[config.mk]
export PLATFORM = sky130hd
export DESIGN_NAME = axi_cfg_sequencer
export DESIGN_NICKNAME = d
export VERILOG_FILES = /design/src/rtl/axi_cfg_sequencer.sv
export SDC_FILE = /design/constraint.sdc
export NUM_CORES = 1
export LEC_CHECK = 0
export BUFFER_PORTS_ARGS = -buffer_cell sky130_fd_sc_hd__buf_4
export CAP_MARGIN = 0
export CORE_AREA = 5 5 162 203
export CTS_BUF_LIST = sky130_fd_sc_hd__clkbuf_16
export CTS_CLUSTER_SIZE = 28
export DETAILED_ROUTE_END_ITERATION = 8
export DIE_AREA = 0 0 167 208
export PLACE_DENSITY = 0.73
export SYNTH_ARGS = -nofsm -noshare
export SYNTH_HDL_FRONTEND = slang
export SYNTH_SLANG_ARGS = --single-unit
[constraint.sdc]
create_clock -name axi_clk -period 6.15 [get_ports axi_clk]
set_clock_uncertainty 0.05 [all_clocks]
set_input_delay 0.9225 -clock axi_clk [delete_from_list [all_inputs] [get_ports axi_clk]]
set_output_delay 0.9225 -clock axi_clk [all_outputs]
set_load 0.02 [all_outputs]
[src/rtl/axi_cfg_sequencer.sv]
// Config-space command sequencer: queues tagged reads/writes, issues them one at a time to the
// AXI-lite adapter and returns one response per command. Optional reissue on error: AXI_CFG_RETRY_EN.
module axi_cfg_sequencer #(
  parameter int DEPTH     = 4,
  parameter int MAX_RETRY = 2
) (
  input  logic        axi_clk,
  input  logic        rst_n,
  input  logic        cmd_valid,
  output logic        cmd_ready,
  input  logic        cmd_wr,
  input  logic [31:0] cmd_addr,
  input  logic [31:0] cmd_data,
  input  logic [3:0]  cmd_tag,
  output logic        rsp_valid,
  input  logic        rsp_ready,
  output logic        rsp_wr,
  output logic [3:0]  rsp_tag,
  output logic [31:0] rsp_data,
  output logic        rsp_error,
  output logic [31:0] axi_rdwr_addr,
  output logic [31:0] axi_wr_data,
  output logic        axi_rd_go,
  output logic        axi_wr_go,
  input  logic [31:0] axi_rd_data,
  input  logic        axi_rd_done,
  input  logic        axi_wr_done,
  input  logic        axi_error,
  output logic        busy,
  output logic [15:0] err_count
);

  localparam int AW = $clog2(DEPTH);
  localparam int RW = (MAX_RETRY < 1) ? 1 : $clog2(MAX_RETRY + 1);
  localparam logic [AW:0]   CNT_FULL  = (AW + 1)'(DEPTH);
  localparam logic [AW:0]   CNT_ONE   = (AW + 1)'(1);
  localparam logic [AW-1:0] PTR_ONE   = AW'(1);
  localparam logic [RW-1:0] RETRY_MAX = RW'(MAX_RETRY);
  localparam logic [RW-1:0] RETRY_ONE = RW'(1);
`ifdef AXI_CFG_RETRY_EN
  localparam bit RETRY_EN = 1'b1;
`else
  localparam bit RETRY_EN = 1'b0;
`endif

  typedef enum logic [1:0] {
    S_IDLE  = 2'd0,
    S_ISSUE = 2'd1,
    S_WAIT  = 2'd2,
    S_RESP  = 2'd3
  } state_t;

  state_t state_q, state_d;

  // Command queue storage; data-path only, so no reset needed.
  logic        q_wr   [DEPTH];
  logic [31:0] q_addr [DEPTH];
  logic [31:0] q_data [DEPTH];
  logic [3:0]  q_tag  [DEPTH];

  logic [AW-1:0] wr_ptr_q, rd_ptr_q;
  logic [AW:0]   count_q, count_d;
  logic          cmd_ready_q;

  logic          if_wr_q;
  logic [31:0]   if_addr_q, if_data_q;
  logic [3:0]    if_tag_q;
  logic [31:0]   rsp_data_q, rsp_data_d;
  logic          rsp_err_q, rsp_err_d;
  logic [15:0]   err_cnt_q;
  logic [RW-1:0] retry_cnt_q, retry_cnt_d;

  logic push, pop, load_if, set_rsp, retry_ok;

  assign push     = cmd_valid && cmd_ready_q;
  assign pop      = (state_q == S_IDLE) && (count_q != '0);
  assign retry_ok = RETRY_EN && (retry_cnt_q < RETRY_MAX);

  always_comb begin
    count_d = count_q;
    if (push && !pop) begin
      count_d = count_q + CNT_ONE;
    end else if (!push && pop) begin
      count_d = count_q - CNT_ONE;
    end
  end

  always_ff @(posedge axi_clk) begin
    if (push) begin
      q_wr[wr_ptr_q]   <= cmd_wr;
      q_addr[wr_ptr_q] <= cmd_addr;
      q_data[wr_ptr_q] <= cmd_data;
      q_tag[wr_ptr_q]  <= cmd_tag;
    end
  end

  always_comb begin
    state_d     = state_q;
    load_if     = 1'b0;
    set_rsp     = 1'b0;
    rsp_err_d   = 1'b0;
    rsp_data_d  = 32'h0;
    retry_cnt_d = retry_cnt_q;
    case (state_q)
      S_IDLE: begin
        if (count_q != '0) begin
          state_d     = S_ISSUE;
          load_if     = 1'b1;
          retry_cnt_d = '0;
        end
      end
      S_ISSUE: state_d = S_WAIT;
      S_WAIT: begin
        // Error outranks any done seen in the same cycle.
        if (axi_error) begin
          if (retry_ok) begin
            state_d     = S_ISSUE;
            retry_cnt_d = retry_cnt_q + RETRY_ONE;
          end else begin
            state_d   = S_RESP;
            set_rsp   = 1'b1;
            rsp_err_d = 1'b1;
          end
        end else if (if_wr_q ? axi_wr_done : axi_rd_done) begin
          state_d    = S_RESP;
          set_rsp    = 1'b1;
          rsp_data_d = if_wr_q ? 32'h0 : axi_rd_data;
        end
      end
      S_RESP: begin
        if (rsp_ready) state_d = S_IDLE;
      end
      default: state_d = S_IDLE;
    endcase
  end

  always_ff @(posedge axi_clk or negedge rst_n) begin
    if (!rst_n) begin
      state_q     <= S_IDLE;
      wr_ptr_q    <= '0;
      rd_ptr_q    <= '0;
      count_q     <= '0;
      cmd_ready_q <= 1'b0;
      if_wr_q     <= 1'b0;
      if_addr_q   <= 32'h0;
      if_data_q   <= 32'h0;
      if_tag_q    <= 4'h0;
      rsp_data_q  <= 32'h0;
      rsp_err_q   <= 1'b0;
      err_cnt_q   <= 16'h0;
      retry_cnt_q <= '0;
    end else begin
      state_q     <= state_d;
      count_q     <= count_d;
      cmd_ready_q <= (count_d != CNT_FULL);
      retry_cnt_q <= retry_cnt_d;
      if (push) wr_ptr_q <= wr_ptr_q + PTR_ONE;
      if (pop)  rd_ptr_q <= rd_ptr_q + PTR_ONE;
      if (load_if) begin
        if_wr_q   <= q_wr[rd_ptr_q];
        if_addr_q <= q_addr[rd_ptr_q];
        if_data_q <= q_data[rd_ptr_q];
        if_tag_q  <= q_tag[rd_ptr_q];
      end
      if (set_rsp) begin
        rsp_data_q <= rsp_data_d;
        rsp_err_q  <= rsp_err_d;
        if (rsp_err_d && (err_cnt_q != 16'hFFFF)) err_cnt_q <= err_cnt_q + 16'h1;
      end
    end
  end

  assign cmd_ready     = cmd_ready_q;
  assign axi_rd_go     = (state_q == S_ISSUE) && !if_wr_q;
  assign axi_wr_go     = (state_q == S_ISSUE) && if_wr_q;
  assign axi_rdwr_addr = if_addr_q;
  assign axi_wr_data   = if_data_q;
  assign rsp_valid     = (state_q == S_RESP);
  assign rsp_wr        = if_wr_q;
  assign rsp_tag       = if_tag_q;
  assign rsp_data      = rsp_data_q;
  assign rsp_error     = rsp_err_q;
  assign busy          = (count_q != '0) || (state_q != S_IDLE);
  assign err_count     = err_cnt_q;

endmodule

== After elaboration in Yosys (flattened, before gate mapping) ==
Memories as Yosys holds them, arrays and structs flattened. A register that Yosys moved wholly into a read port is not among the register bits.
Cells that the tools add are included.
Storage, ports and cells
  flip-flop bits (word level): 59
  latch bits: 0
  bits in writable memories: 276
  memory bits (read-only): 0
  output and inout bits: 123
  word-level logic and storage cells: 66
  memories: 4
Memories
  q_addr: words 4, bits a word 32, rd ports 1, clocked after memory_dff 1, write ports 1, RTL line 57  | logic [31:0] q_addr [DEPTH];
  q_data: words 4, bits a word 32, rd ports 1, clocked after memory_dff 1, write ports 1, RTL line 58  | logic [31:0] q_data [DEPTH];
  q_tag: words 4, bits a word 4, rd ports 1, clocked after memory_dff 1, write ports 1, RTL line 59  | logic [3:0] q_tag [DEPTH];
  q_wr: words 4, bits a word 1, rd ports 1, clocked after memory_dff 1, write ports 1, RTL line 56  | logic q_wr [DEPTH];
Cells by class
  add/sub/neg operators: 5
  multipliers: 0
  divide/modulo/power cells: 0
  magnitude comparators: 0
  equality and inequality tests: 8
  shift-type cells: 0
  mux-type cells: 21
  bitwise logic cells: 0
  reductions and logical operators: 20
Operators with widths (count)
  2-to-1 mux 32 bit: 4
  adder 16 x 1 -> 16 bit, second input constant: 1
  inequality test 16 bit, second input constant: 1
  2-to-1 mux 1 bit: 10
  2-to-1 mux 2 bit: 4
  one-hot mux 2 bit (4 select lines): 1
  logical AND 1 bit: 7
  zero test 1 bit: 7
  2-to-1 mux 3 bit: 2
  inequality test 3 bit, second input constant: 2
  adder 2 x 1 -> 2 bit, second input constant: 2
  equality test 2 bit, second input constant: 2
  inequality test 2 x 1 -> 1 bit, second input constant: 2
  adder 3 x 1 -> 3 bit, second input constant: 1
  AND reduction 3 bit: 1
  nonzero test 3 bit: 1
  subtractor 3 x 1 -> 3 bit, second input constant: 1
  equality test 2 x 1 -> 1 bit, second input constant: 1
  zero test 2 bit: 1
  AND reduction 2 bit: 1
  nonzero test 2 bit: 1
  logical OR 1 bit: 1

== Longest topological paths before layout ==
Gate-level depths: netlist of the first run.
  depth after elaboration: 6
  depth in mapped cells: 8
  gate-level depth less buffers: 7

== Worst setup path after synthesis of the first run ==
OpenSTA, ideal clock, no wires.
  path type: input to register
  from: in cmd_valid
  to: mem q_addr[2][0] (enable)
  library setup time: 0.435 ns
  arrival: 2.594 ns
  setup slack: 3.072 ns
  stages: 1
  path buffers: 0
  cell sequence: and3_1
On the way
  word-level cells in the longest chain between the ends: 3
Ends and longest elaborated chain
  start: declaration: RTL line 9  | input logic cmd_valid,
  logical AND 1 bit: RTL line 75  | assign push = cmd_valid && cmd_ready_q;
  2-to-1 mux 1 bit: RTL line 89  | if (push) begin
  2-to-1 mux 1 bit (not written as such): RTL line 91  | q_addr[wr_ptr_q] <= cmd_addr;
  end: declaration: RTL line 57
Every way passes these cells.

==> run metrics, run 1 <==
FF+latch count, synth=between 400 and 500; Starting Density=0.495; final wirelength=~30 mm; cell area after layout=approximately 0.019 sq mm; Synth area leaders=edfxtp_1 55%, dfrtp_1 21%, mux4_2 10%; crit start category=register; final period utilization=0.439; Max Slew Vio Count=0; vias in the first global route=between 8000 and 9000; Remaining Overflow, GRT=0; combinational share of power=0.308; Final GP Congestion=approximately 0.86; Seq pwr share=0.455; DRC=0; slew margin rel.=0.221; I/O pin total=between 200 and 250; clock network power share=0.237; post-route ant nets=0; WL per Instance=20.1 um; Post-Syn Nets=905; Synth Flop Type=edfxtp_1; Sw Pwr=approximately 2800 uW; Area after DPL=0.0174 sq mm; Pwr per Cell Area=between 400 and 500 mW/mm^2; fillcell total=2231; # setup viols final=0; Synth Cell Area=approximately 0.015 sq mm; layout cells sized above 1=0.419; H-tree depth=2; Post-synth EDFFs=roughly 280; largest net degree at the start of global routing=between 70 and 80; CTS Buf Count=39; measured slew at the worst slew-check pin=about 1200 ps; Pre-antenna DRT Iters=4; CTS tree=done; VDD IR max=~0.36 mV; initial antenna violation count=1; Max-Cap Viols=0; worst reg2reg path depth=3; first-pass GRT wire length=around 46 mm; reg-to-reg endpoint=axi_wr_data[12]; sequential share of the synthesized area=0.756; Crit path depth=3; Layout area overhead=22.0%; worst setup path endpoint=axi_wr_data[12]; CP required=about 6500 ps; reg2reg start=rd_ptr_q[0]; Worst setup EP type=register; critical path type=reg -> reg; clock latency on the worst-skew pair=about 520 ps; Die H=roughly 210 um; post-CTS sizing=0; DR iter-0 viols=520; crit path buf inv count=1; share of the synthesized area in the top cell type=0.545; status=finished, final reports clean; final net count=~1100; post-route setup TNS=0 ps; fmax=roughly 370 MHz; estimated wirelength of the detail-placed design=roughly 18 mm; CP arrival=~3000 ps; Clock Sink Count=a little over 400; Synth area leader=edfxtp_1; CTS Hold Bufs=0; Period minus WS final=~2700 ps; buffers inserted by post-CTS timing repair=0; Pint=roughly 6400 uW; Crit-path slowest cell=dfrtp_4; Synth Warn #=0; largest stage delay on the critical path=1040 ps; port bufs=230; CTS root buf=clkbuf_16; Vias/cell=between 5 and 6; syn_area_per_cell=19.4 sq um; Vias=approximately 7700; worst path cell trace=buf_4 -> mux4_2 -> mux2_2; Antenna Diode Count=0; crit path max fanout=43; clk buf depth=3; core area=just over 0.03 sq mm; Final Hold Vio Count=0; GRT Resource Usage Total=0.170; Sw Ratio=0.308; Leak=~0.0071 uW; R2R Setup Slk=~3500 ps; Core Rows=between 70 and 80; final cell utilization of the core=0.603; unrepaired setup endpoints after global routing=false; cells after synthesis=about 780; Netlist cell types=38; most frequent cells in the layout=276 x edfxtp_1, 237 x buf_4, 126 x dfrtp_1; Clock transition at path regs=60 ps; CP top delay family=flip-flops; leading cell type in the layout, fill and taps excluded=edfxtp_1; asr flop ratio synth=0.317; Setup crit start=rd_ptr_q[0]; Chip Width=~170 um; die footprint=about 0.035 sq mm; Worst Hold Class=in -> async; Hold Slack=between 300 and 400 ps
power by group through the flow:
stage	Clock [uW]	Sequential, uW	Combinational, uW
CTS	2250	4210	2890
global placement	0	4230	2840
floorplan	0	4390	1640
finish	2190	4190	2830
global route	2370	4290	3060
detailed placement	0	4260	2890
per-stage QoR:
stage          std cells  total power, uW  setup WS, ps
3_5_place_dp        1394             7150          3350
2_1_floorplan        784             6030          3070
3_3_place_gp        1394             7070          3360
4_1_cts             1465             9360          3340
6_report            1465             9210          3450
5_1_grt             1465             9720          3170
cell usage after synthesis, types with 6 or more instances:
cell and number:
buf_2 10, buf_4 7, clkbuf_1 18, dfrtp_1 128, edfxtp_1 276, ha_1 13, inv_1 10, mux2_2 71
mux4_2 69, nand2_1 74, nand3_1 6, nor2_1 9, o21ai_0 32, xnor2_1 10, xor2_1 9
sequential cells by signal, indices dropped and copies added, names as in the netlist:
name / flops
axi_rdwr_addr: 32
axi_wr_data: 32
cmd_ready: 1
count_q: 3
err_count: 16
q_addr: 128
q_data: 128
q_tag: 16
q_wr: 4
rd_ptr_q: 2
rsp_data: 32
rsp_error: 1
rsp_tag: 4
rsp_wr: 1
state_q: 2
wr_ptr_q: 2
worst min path at each step:
stage	start	cells after the start	slack (ps)	endpoint
finish	rst_n	1	360	axi_rdwr_addr[8]
global route	rst_n	1	430	rsp_data[12]
CTS	rst_n	1	400	rsp_data[12]
detailed placement	rsp_error	1	420	rsp_error
global placement	rsp_data[28]	2	420	rsp_data[28]
floorplan	count_q[2]	1	400	count_q[2]
worst register-to-register path: stages (launching register included):
cell and delay (ps):
dfrtp_4 1040, buf_4 640, mux4_2 590, mux2_2 270
per-layer routing:
metal | track usage | vias up | share of wire
li1 | - | 3504 | -
met1 | 0.216 | 3867 | 0.40
met2 | 0.292 | 262 | 0.51
met3 | 0.0459 | 47 | 0.070
met4 | 0.0432 | 2 | 0.020
met5 | 0 | - | 0.00068
area by class of cell:
| type | instances | area [sq um] | area share |
|---|---|---|---|
| inverter | 10 | 37.5 | 0.00203 |
| clock buffer | 41 | 1030 | 0.0554 |
| multi-input combinational | 335 | 3520 | 0.190 |
| sequential | 404 | 11500 | 0.620 |
| clock inverter | 30 | 150 | 0.00810 |
| timing repair buffer | 238 | 1790 | 0.0966 |
| tap | 407 | 509 | 0.0275 |
logic make-up after synthesis:
family                   Yosys count  synth area share
multiplexers                     142             0.157
adder cells (fa/ha/maj)           13            0.0107
AND/OR/NAND/NOR                  117            0.0357
buffers and inverters             45            0.0137
XOR/XNOR                          19            0.0110
flip-flops                       404             0.756
AO/OA/AOI/OAI                     44            0.0161
Power figures use the tool's default switching activity.
==> inputs of run 2 (changes only) <==
==> constraint.sdc (replaced) <==
create_clock -name axi_clk -period 2.65 [get_ports axi_clk]
set_clock_uncertainty 0.05 [all_clocks]
set_input_delay 0.3975 -clock axi_clk [delete_from_list [all_inputs] [get_ports axi_clk]]
set_output_delay 0.3975 -clock axi_clk [all_outputs]
set_load 0.02 [all_outputs]
==> run 2 against run 1 <==
Effect of this change:
- die area unchanged
- wire length rose by 7.4%
- worst setup slack lost 2900 ps
- largest power group unchanged
- highest routed layer is now met4
- clock power grew 140%
- critical path depth up 2
- sequential power up 120%
- sequential share of layout area decreased by 2.8 points
- count of clock-buffer cells in the layout stayed put
- core utilization rose by 2.9 points
==> run metrics, run 2 (synthesis gave the netlist of run 1 again) <==
status=finished, final reports clean; Pwr per Cell Area=1130 mW/mm^2 (+130%); layout cells sized above 1=0.410 (-0.00825); cell area after layout=0.0194 sq mm (+4.8%); Die H=208 um (unchanged); Starting Density=0.495 (unchanged); die footprint=0.0347 sq mm (unchanged); most frequent cells in the layout=276 x edfxtp_1, 234 x buf_4, 126 x dfrtp_1; met1 Use GR=0.232 (+0.0164); Max-Cap Viols=0 (unchanged); Remaining Overflow, GRT=0 (unchanged); Pre-antenna DRT Iters=5 (+1); fmax=467 MHz (+26%); largest stage delay on the critical path=470 ps (-570 ps); Max Slew Vio Count=0 (unchanged); clock latency on the worst-skew pair=530 ps (about the same); reg-to-reg endpoint=axi_rdwr_addr[23]; Setup crit start=state_q[1]; Hold Path Depth=1; Worst Hold Class=in -> reg; Clock transition at path regs=60 ps (about the same); met3 Usage GRT=0.0387 (-0.00721); first-pass GRT wire length=49.6 mm (+7.2%); Final Hold Vio Count=0 (unchanged); Leak=0.00746 uW (+5.2%); clk buf depth=3 (unchanged); Vias=8096 (+5.4%); Chip Width=167 um (unchanged); vias in the first global route=8765 (+5.8%); Hold Path Origin=cmd_addr[4]; Core Rows=72 (unchanged); largest net degree at the start of global routing=66 (-7.0%); post-route setup TNS=0 ps (unchanged); R2R Setup Slk=510 ps (-2940 ps); CP required=3010 ps (-3500 ps); post-route ant nets=0 (unchanged); Hold Slack=27.6 ps (-334 ps); final wirelength=31.6 mm (+7.4%); CTS tree=done; Layout area overhead=27.8%; estimated wirelength of the detail-placed design=19.3 mm (+8.9%); GR peak layer=met2; VDD IR max=0.702 mV (+96%); CTS Buf Count=40 (+2.6%); H-tree depth=2 (unchanged); crit start category=register; reg2reg start=state_q[1]; Final Power=22000 uW (+140%); critical path type=reg -> reg; slew margin rel.=0.608 (+0.387); # setup viols final=0 (unchanged); final net count=1219 (+6.1%); WHS Endpoint=q_addr[0][4]; worst path cell trace=inv_1 -> ha_1 -> and2_4 -> buf_4 -> mux2_2; Vias/cell=5.27 (+0.52%); measured slew at the worst slew-check pin=588 ps (-575 ps); biggest registers after layout=q_addr (128), q_data (128); DR iter-0 viols=500 (-3.8%); core area=0.0307 sq mm (unchanged); unrepaired setup endpoints after global routing=false; Final GP Congestion=0.915 (+6.6%); buffers inserted by post-CTS timing repair=0 (unchanged); port bufs=230 (unchanged); WL per Instance=20.6 um (+2.5%); Worst setup EP type=register; initial antenna violation count=1 (unchanged); CTS root buf=clkbuf_16; Crit-path slowest cell=and2_4; DRC=0 (unchanged); Period minus WS final=2140 ps (-556 ps); final period utilization=0.809 (+0.370); final non-filler cell total=1536 (+4.8%); Clock Sink Count=404 (unchanged); CP arrival=2510 ps (-550 ps); met2 usage=0.313 (+0.0212); DP Cell Count=1404 (+0.72%); crit path max fanout=28 (-35%); leading cell type in the layout, fill and taps excluded=edfxtp_1; Area after DPL=0.0176 sq mm (+1.4%); I/O pin total=231 (unchanged); GRT Resource Usage Total=0.182 (+0.0125); worst reg2reg path depth=5 (+2)
[run 2: worst max-delay path by stage]
stage | slack (ps) | endpoint
after floorplan | 650 | q_addr[0][0]
after global placement | 530 | axi_rdwr_addr[22]
after detailed placement | 470 | axi_rdwr_addr[26]
after CTS | 470 | axi_rdwr_addr[26]
after global routing | 390 | cmd_ready
final | 510 | axi_rdwr_addr[23]
[run 2: critical path, delay by kind of cell (launching register included)]
family	cells	cell delay, ps
simple gates	1	470
buf+inv	2	480
mux	1	370
fa+ha+maj	1	240
flops	1	410
[run 2: stage by stage]
stage / worst slack, ps / utilization
after detailed placement: 466 / 0.573
final: 507 / 0.632
after global routing: 386 / 0.632
after CTS: 465 / 0.632
after floorplan: 646 / -
after global placement: 527 / 0.573
[run 2: per-layer routing]
layer  up-vias  routed length, um
met5         -                  0
met4         0                874
met3        59               2050
met2       288              16100
met1      4103              12500
li1       3646                  -
[run 2: report_power, final]
group | switching, uW | internal, uW | total (uW)
Sequential | 864 | 8530 | 9400
Combinational | 3700 | 3610 | 7300
Clock | 2300 | 3010 | 5310
Total | 6860 | 15100 | 22000
[run 2: layout make-up]
| type | instances | area [sq um] |
|---|---|---|
| antenna | 1 | 2.50 |
| clock buffer | 41 | 1030 |
| tap | 407 | 509 |
| timing repair buffer | 307 | 2620 |
| multi-input combinational | 335 | 3520 |
| clock inverter | 31 | 204 |
| sequential | 404 | 11500 |
| fill | 2152 | 11300 |
| inverter | 10 | 37.5 |
[run 2: repair_timing]
item                                   in CTS  in global routing
endpoints found under the hold margin     277                  0
hold buffers                               59                  0
resized for setup                           0                  0
==> inputs of run 3 (changes only) <==
==> config.mk (replaced) <==
export PLATFORM = sky130hd
export DESIGN_NAME = axi_cfg_sequencer
export DESIGN_NICKNAME = d
export VERILOG_FILES = /design/src/rtl/axi_cfg_sequencer.sv
export SDC_FILE = /design/constraint.sdc
export NUM_CORES = 1
export LEC_CHECK = 0
export ABC_AREA = 1
export BUFFER_PORTS_ARGS = -buffer_cell sky130_fd_sc_hd__buf_4
export CAP_MARGIN = 0
export CORE_AREA = 5 5 166 208
export CTS_BUF_LIST = sky130_fd_sc_hd__clkbuf_16
export CTS_CLUSTER_SIZE = 28
export DETAILED_ROUTE_END_ITERATION = 8
export DIE_AREA = 0 0 171 213
export PLACE_DENSITY = 0.72
export SYNTH_ARGS = -nofsm -noshare
export SYNTH_HDL_FRONTEND = slang
export SYNTH_SLANG_ARGS = --single-unit
==> constraint.sdc (replaced) <==
create_clock -name axi_clk -period 2.2 [get_ports axi_clk]
set_clock_uncertainty 0.05 [all_clocks]
set_input_delay 0.33 -clock axi_clk [delete_from_list [all_inputs] [get_ports axi_clk]]
set_output_delay 0.33 -clock axi_clk [all_outputs]
set_load 0.02 [all_outputs]
==> run 3 against run 2 <==
Effect of this change:
- combinational power is 37% higher
- die area rose by 4.9%
- critical path type is now reg -> out
- hold slack got worse by 9.6 ps
- synthesized cell count up 71%
- non-clock buffer count is 37 higher
==> run metrics, run 3 <==
Vias/cell=5.22 (-0.92%); FF+latch count, synth=404 (unchanged); Core Rows=74 (+2.8%); multi-input logic area=0.00373 sq mm (+5.9%); Max-Cap Viols=0 (unchanged); CP arrival=1670 ps (-840 ps); final period utilization=0.932; die footprint=0.0364 sq mm (+4.9%); post-route ant nets=0 (unchanged); Pwr per Cell Area=1390 mW/mm^2 (+22%); Area after DPL=0.0181 sq mm (+3.0%); cells after synthesis=1337 (+71%); Starting Density=0.491 (-0.00399); GRT Resource Usage Total=0.202 (+0.0199); Leak=0.00792 uW (+6.2%); Synth Flop Type=edfxtp_1; Remaining Overflow, GRT=0 (unchanged); syn_area_per_cell=11.9 sq um (-39%); slew margin rel.=0.486 (-0.122); port bufs=230 (unchanged); measured slew at the worst slew-check pin=771 ps (+183 ps); leading cell type in the layout, fill and taps excluded=nor2_1; Synth Cell Area=0.0159 sq mm (+4.3%); Post-synth EDFFs=276 (unchanged); biggest registers after layout=q_addr (128), q_data (128); Commonest cells post-synth=371 x nor2_1, 276 x edfxtp_1, 146 x o21ai_0; estimated wirelength of the detail-placed design=22.1 mm (+15%); Synth area leaders=edfxtp_1 52%, dfrtp_1 20%, nor2_1 8.8%; fmax=approximately 490 MHz; I/O pin total=231 (unchanged); H-tree depth=2 (unchanged); status=finished, final reports clean; Period minus WS final=2050 ps; Layout area overhead=28.0%; largest net degree at the start of global routing=83 (+26%); DRC=0 (unchanged); unrepaired setup endpoints after global routing=false; cell with the most instances after synthesis=nor2_1; Die H=213 um (+2.4%); vias in the first global route=11100 (+27%); Crit path top cell by count=inv_1; layout cells sized above 1=0.203 (-0.208); Reg area=0.0115 sq mm (about the same); share of the synthesized area in the top cell type=0.523 (-0.0227); final wirelength=37.4 mm (+18%); clk buf depth=3 (unchanged); Final GP Congestion=0.830 (-9.3%); buffers inserted by post-CTS timing repair=0 (unchanged); CP required=1820 ps (-1190 ps); crit path max fanout=4 (-86%); crit start category=register; worst path cell trace=inv_1 -> ha_1 -> inv_1 -> nor2_1 -> buf_4; post-CTS sizing=0 (unchanged); Synth Warn #=0 (unchanged); Clock Sink Count=404 (unchanged); Netlist cell types=31 (-18%); Final Hold Vio Count=0 (unchanged); asr flop ratio synth=0.317 (unchanged); first-pass GRT wire length=58.3 mm (+17%); CTS root buf=clkbuf_16; Clock transition at path regs=60 ps (about the same); CTS Hold Bufs=86 (+46%); Worst Hold Class=in -> reg; largest stage delay on the critical path=420 ps (-50 ps); Pre-antenna DRT Iters=5 (unchanged); Vias=11000 (+35%); Hold Slack=18.0 ps (-9.60 ps); # setup viols final=0 (unchanged); Antenna Diode Count=0 (-1); CTS tree=done; sequential share of the synthesized area=0.725 (-0.0315); Post-Syn Nets=1458 (+61%); final net count=1771 (+45%); critical path type=reg -> out; cell area after layout=0.0203 sq mm (+4.5%); VDD IR max=0.966 mV (+38%); Chip Width=171 um (+2.4%); Synth area leader=edfxtp_1; clock latency on the worst-skew pair=530 ps (about the same); core area=0.0323 sq mm (+5.2%); most frequent cells in the layout=367 x nor2_1, 276 x edfxtp_1, 243 x buf_4; Max Slew Vio Count=0 (unchanged); Worst setup EP type=output pin; WL per Instance=17.8 um (-13%); fillcell total=2390 (+11%); Crit-path slowest cell=dfrtp_1; post-route setup TNS=0 ps (unchanged); CTS Buf Count=40 (unchanged); initial antenna violation count=1 (unchanged); DR iter-0 viols=786 (+57%)
==> run 3: cell count changes in the layout (fill, tap and decap cells not counted), sizes merged, moves of 5 or more <==
cell / previous run / this run
mux4: 69 / 0
xor2: 9 / 4
dlygate4sd3: 59 / 86
xnor2: 10 / 4
clkinv: 20 / 12
inv: 19 / 80
nor2: 9 / 375
and3: 5 / 0
nand3: 6 / 51
buf: 248 / 258
a31oi: 1 / 69
mux2: 72 / 0
o21ai: 33 / 186
==> run 3: path summary, 6_finish.rpt <==
| kind | start | end | slack, ps | cells past startpoint |
|---|---|---|---|---|
| setup / recovery | state_q[1] | axi_rd_go | 150 | 5 |
| hold / removal | axi_rd_data[23] | rsp_data[23] | 20 | 3 |
| setup reg to reg | err_count[0] | err_count[5] | 360 | 6 |
| hold reg to reg | rsp_error | rsp_error | 470 | 2 |
| max in group asynchronous | rst_n | axi_rdwr_addr[24] | 1370 | 3 |
| min in group asynchronous | rst_n | axi_rdwr_addr[4] | 310 | 3 |
==> run 3: power breakdown <==
group	switching, uW	total, uW	internal [uW]
clock network	2690	6760	4070
registers	1110	11400	10300
logic	6340	10000	3690
total	10100	28200	18000
==> run 3: cells by family (layout without fill, tap and decap cells) <==
group,after synthesis,count (layout),synth area share
xor gates and xnor gates,8,8,0.00442
buffers and inverters,142,484,0.0423
adders and majority gates,13,13,0.0103
and+or+nand+nor,513,513,0.130
DFF,404,404,0.725
AOI/OAI and AO/OA,257,257,0.0886
==> run 3: stage by stage <==
| stage | worst slack (ps) | power, uW | util | std cells |
|---|---|---|---|---|
| floorplan | 25.6 | 17600 | - | 1337 |
| global placement | 419 | 21100 | 0.561 | 1940 |
| detailed placement | 369 | 21500 | 0.561 | 1940 |
| CTS | 113 | 28400 | 0.628 | 2097 |
| global route | 109 | 29900 | 0.628 | 2097 |
| finish | 149 | 28200 | 0.628 | 2097 |
==> run 3: cell type report <==
| type | count | area share |
|---|---|---|
| inverters | 69 | 0.0129 |
| flip-flops and latches | 404 | 0.566 |
| multi-input cells | 791 | 0.184 |
| clock buffers | 41 | 0.0505 |
| well taps | 418 | 0.0258 |
| repair buffers | 344 | 0.147 |
| clock inverters | 30 | 0.0139 |
==> run 3: critical path, delay by kind of cell, from the launching register on <==
family	cells	cell delay, ps
flip-flops	1	420
buffers and inverters	3	360
adder cells (fa/ha/maj)	1	210
AND/OR/NAND/NOR	1	170
==> run 3: metal layers <==
metal / share of wire / global-route usage / vias up
met5: 0.00019 / 0 / -
met4: 0.019 / 0.0527 / 2
met3: 0.070 / 0.0359 / 58
met2: 0.52 / 0.365 / 382
met1: 0.39 / 0.252 / 5279
li1: - / - / 5230
